<file path="src/rtl/fp_serial_tx.sv">
// fp_serial_tx: FIFO-buffered start/8-data/stop serial transmitter for packed {S,E,F} float words.
module fp_serial_tx #(
  parameter int DEPTH = 4,
  parameter int BIT_CYCLES = 4
) (
  input  logic                     clk,
  input  logic                     rst,
  input  logic                     in_valid,
  output logic                     in_ready,
  input  logic                     S,
  input  logic [2:0]               E,
  input  logic [3:0]               F,
  output logic                     tx,
  output logic                     busy,
  output logic [$clog2(DEPTH):0]   level
);
  localparam int AW = $clog2(DEPTH);
  localparam int CW = BIT_CYCLES > 1 ? $clog2(BIT_CYCLES) : 1;
  localparam logic [AW:0] FULL = DEPTH[AW:0];
  localparam logic [CW-1:0] LAST = CW'(BIT_CYCLES - 1);
  typedef enum logic [1:0] {IDLE, START, DATA, STOP} state_t;
  state_t r_state, w_next;
  logic [7:0] r_mem [DEPTH];
  logic [AW-1:0] r_wptr, r_rptr;
  logic [AW:0] r_level;
  logic [CW-1:0] r_cyc;
  logic [2:0] r_bit;
  logic [7:0] r_shreg;
  logic r_tx;
  logic w_push, w_pop, w_avail, w_bit_end;
  assign w_avail = r_level != '0;
  assign w_bit_end = r_cyc == LAST;
  assign w_push = in_valid && in_ready;
  assign in_ready = r_level < FULL;
  always_ff @(posedge clk)
    if (rst) r_state <= IDLE;
    else r_state <= w_next;
  always_comb begin
    w_next = r_state;
    case (r_state)
      IDLE:  w_next = w_avail ? START : IDLE;
      START: w_next = w_bit_end ? DATA : START;
      DATA:  w_next = (w_bit_end && r_bit == 3'd7) ? STOP : DATA;
      STOP:  w_next = w_bit_end ? (w_avail ? START : IDLE) : STOP;
      default: w_next = IDLE;
    endcase
  end
  always_comb begin
    busy = r_state != IDLE;
    w_pop = w_avail && (r_state == IDLE || (r_state == STOP && w_bit_end));
    tx = r_tx;
    level = r_level;
  end
  // Storage is not reset; the pointers and level alone define what is queued.
  always_ff @(posedge clk)
    if (w_push) r_mem[r_wptr] <= {S, E, F};
  always_ff @(posedge clk)
    if (rst) begin
      r_wptr <= '0;
      r_rptr <= '0;
      r_level <= '0;
    end else begin
      if (w_push) r_wptr <= r_wptr + 1'b1;
      if (w_pop) r_rptr <= r_rptr + 1'b1;
      r_level <= r_level + (AW+1)'(w_push) - (AW+1)'(w_pop);
    end
  // The head word is taken into the shift register on the pop edge, so the start bit never waits on it.
  always_ff @(posedge clk)
    if (rst) begin
      r_tx <= 1'b1;
      r_cyc <= '0;
      r_bit <= '0;
      r_shreg <= '0;
    end else begin
      r_cyc <= (r_state == IDLE || w_bit_end) ? '0 : r_cyc + 1'b1;
      if (w_pop) begin
        r_shreg <= r_mem[r_rptr];
        r_tx <= 1'b0;
        r_bit <= '0;
      end else if (r_state == START && w_bit_end) begin
        r_tx <= r_shreg[7];
      end else if (r_state == DATA && w_bit_end) begin
        r_tx <= r_bit == 3'd7 ? 1'b1 : r_shreg[6];
        r_shreg <= r_shreg << 1;
        r_bit <= r_bit + 3'd1;
      end
    end
endmodule

</file>
<file path="config.mk">
export PLATFORM = sky130hd
export DESIGN_NAME = fp_serial_tx
export DESIGN_NICKNAME = d
export VERILOG_FILES = /design/src/rtl/fp_serial_tx.sv
export SDC_FILE = /design/constraint.sdc
export NUM_CORES = 1
export LEC_CHECK = 0
export BUFFER_PORTS_ARGS = -buffer_cell sky130_fd_sc_hd__buf_2
export CORE_UTILIZATION = 42
export CTS_CLUSTER_DIAMETER = 50
export DETAILED_ROUTE_END_ITERATION = 12
export PLACE_DENSITY = 0.65
export SLEW_MARGIN = 20
export SYNTH_ARGS = -nofsm -noshare
export SYNTH_HDL_FRONTEND = slang
export SYNTH_SLANG_ARGS = --single-unit
</file>
<file path="constraint.sdc">
create_clock -name clk -period 2.9 [get_ports clk]
set_input_delay 0.29 -clock clk [delete_from_list [all_inputs] [get_ports clk]]
set_output_delay 0.29 -clock clk [all_outputs]
set_load 0.005 [all_outputs]
</file>
==> impl_metrics.json <==
{
  "status": "finished, final reports clean",
  "clockPowerShare": 0.272,
  "cts.hold.buffers_added": 0,
  "crit_fanout": 13,
  "finalNetCount": 214,
  "die_h_um": 78,
  "dr_total_vias": 1365,
  "ios": 17,
  "yosys-top-cells-count": "edfxtp_1 (32), dfxtp_1 (25), nor2_1 (19)",
  "num_rows": 27,
  "tightestPinTransition_ns": 0.516,
  "dp_hpwl_um": 2560,
  "clkSlewWorstSetupHoldPaths_ns": 0.06,
  "detail_route.vias_per_cell": 5.04,
  "drv_cap": 0,
  "cts.sinks": 57,
  "yosys_warnings": 0,
  "post_cts_resized": 0,
  "drt_iter0_markers": 86,
  "drive_gt1_frac": 0.231,
  "dieArea_um2": 6080,
  "avgSynthCellArea_um2": 13.7,
  "hold_ws_ns": 0.170,
  "clock_skew_ns": 0.00745,
  "die_width_um": 78,
  "grt_pass1_wl_um": 6620,
  "coreArea_um2": 5540,
  "ys_ff_latch": 57,
  "htree_levels": 3,
  "powerDensity_nw_per_um2": 946,
  "syn_nets": 197,
  "syn_area_um2": 2430,
  "p_sw_uw": 808,
  "routed_wl_um": 3860,
  "hold_depth": 1,
  "port_buffers": 16,
  "grt_overflow": 0,
  "p_total_uw": 2570,
  "netlist_instances": 177,
  "rr_worst_depth": 9,
  "routabilityCongestion": 0.704,
  "power_frac_seq": 0.444,
  "fin_crit_sh": 0.830,
  "drv_slew": 0,
  "area_growth_pct": 11.9,
  "post_cts_buffers": 0,
  "synth_area_leader_cell": "edfxtp_1",
  "drc": 0,
  "critPathArrivalTime_ns": 2.61,
  "worstSetupStartpoint": "level[2]",
  "hold_viol": 0,
  "synth_area_leaders": "edfxtp_1 (40%), dfxtp_1 (21%), mux4_2 (6.5%), ha_1 (4.1%), nor2_1 (2.9%)",
  "crit_path_end_kind": "flop",
  "max_freq_mhz": 416,
  "yosysMostFrequentCell": "edfxtp_1",
  "grt_pass1_vias": 1364,
  "tns_ns": 0,
  "ctsLongestPathBuffers": 2,
  "post-route-min-period_ns": 2.41,
  "worstPathRequired_ns": 3.10,
  "setup_viol": 0,
  "grt_max_degree": 26,
  "cts_tree": "yes",
  "p_sw_frac": 0.315,
  "antenna_found_initial": 0,
  "synth_flop_cell": "edfxtp_1",
  "cts_root_buf": "clkbuf_8",
  "fillers": 524,
  "start_util": 0.438,
  "yosysSeqAreaShare": 0.602,
  "worstSkewPairLatency_ns": 0.33,
  "cts-buffers-inserted": 9,
  "start_kind": "flop",
  "combPwrFrac": 0.284,
  "diodes": 0,
  "ys_types": 43,
  "synth_edf_count": 32,
  "hold_class": "primary input to flop",
  "worstHoldStart": "F[3]",
  "intPower_uw": 1760,
  "synth_top_cell_area_share": 0.396,
  "ant_nets": 0,
  "rsz0062_at_grt": "no",
  "slew_headroom": 0.655,
  "max-vdd-ir-drop_uv": 445,
  "grtUsageTotal": 0.151,
  "drt_pass1_iterations": 4,
  "leakagePower_uw": 0.00100,
  "r2r_start": "level[2]",
  "ys_async_sr_fraction": 0,
  "critical_path_class": "flop to flop",
  "wl_per_cell_um": 14.3
}
-- worst paths after layout --
kind              slack (ns)          end
setup / recovery        0.49     level[2]
setup reg to reg        0.49     level[2]
hold / removal          0.17  r_mem[0][3]
hold reg to reg         0.45     r_cyc[0]
-- final cells by class --
cell class | count | area [µm²] | area share
clock buffers | 11 | 131 | 0.0484
clock inverters | 5 | 58.8 | 0.0217
inverters | 5 | 18.8 | 0.00691
multi-input cells | 104 | 867 | 0.319
flip-flops and latches | 57 | 1460 | 0.538
well taps | 72 | 90.1 | 0.0332
repair buffers | 17 | 87.6 | 0.0323
-- cells in the final DEF, fill, tap and decap left out, types with 2 or more instances in the layout --
cell type and n:
edfxtp_1 32, dfxtp_1 25, nor2_1 19, buf_2 16, nand2_1 10, clkbuf_8 9, a21oi_1 8, ha_1 8
mux4_2 7, a211oi_1 7, inv_1 5, and2_1 4, nor2b_1 4, xnor2_1 4, xor2_1 4, nor3_1 3
nand2b_1 2, nand3b_1 2, mux2i_1 2, clkinvlp_4 2, clkbuf_1 2
-- power by group through the flow --
stage / sequential, µW / clock, µW / combinational [µW]
3_3_place_gp: 1150 / 0 / 729
5_1_grt: 1170 / 757 / 833
6_report: 1140 / 697 / 730
4_1_cts: 1140 / 723 / 740
3_5_place_dp: 1160 / 0 / 736
2_1_floorplan: 1090 / 0 / 660
-- cells by family (layout without fill, tap and decap cells) --
kind of cell    Yosys count  in the layout  synth area share
buf+inv                  16             38            0.0402
fa+ha+maj                 9              9            0.0495
mux                      10             10            0.0841
simple gates             51             51             0.109
compound gates           26             26            0.0861
flops                    57             57             0.602
xor+xnor                  8              8            0.0289
-- stage by stage --
stage	worst slack (ns)	instances	util	area, µm²
detailed placement	0.485	255	0.456	2520
global route	0.307	271	0.490	2720
global placement	0.545	255	0.456	2520
floorplan	0.720	177	-	2430
finish	0.494	271	0.490	2720
CTS	0.475	271	0.490	2720
-- routing by layer --
layer	vias up	track usage	wire, µm
met1	657	0.182	1740
met3	7	0.0706	159
li1	678	-	-
met2	23	0.233	1910
met4	0	0.0611	50
met5	-	0	0
-- worst max-delay path, cell delays in order, from the launching register on --
cell      delay, ns
dfxtp_1        0.36
or3_1          0.54
o21a_4         0.24
nand2b_1       0.13
nand2_1        0.07
ha_1           0.19
fa_1           0.37
xnor2_1        0.19
xnor2_1        0.14
nor2_1         0.05
-- state kept, by name (all words and copies together) (netlist names), named ones only --
signal,flops
r_wptr,2
r_shreg,8
r_cyc,2
tx,1
r_rptr,2
r_state,2
level,3
r_mem,32
r_bit,3
Note: power is estimated with default switching activity, not from simulation.
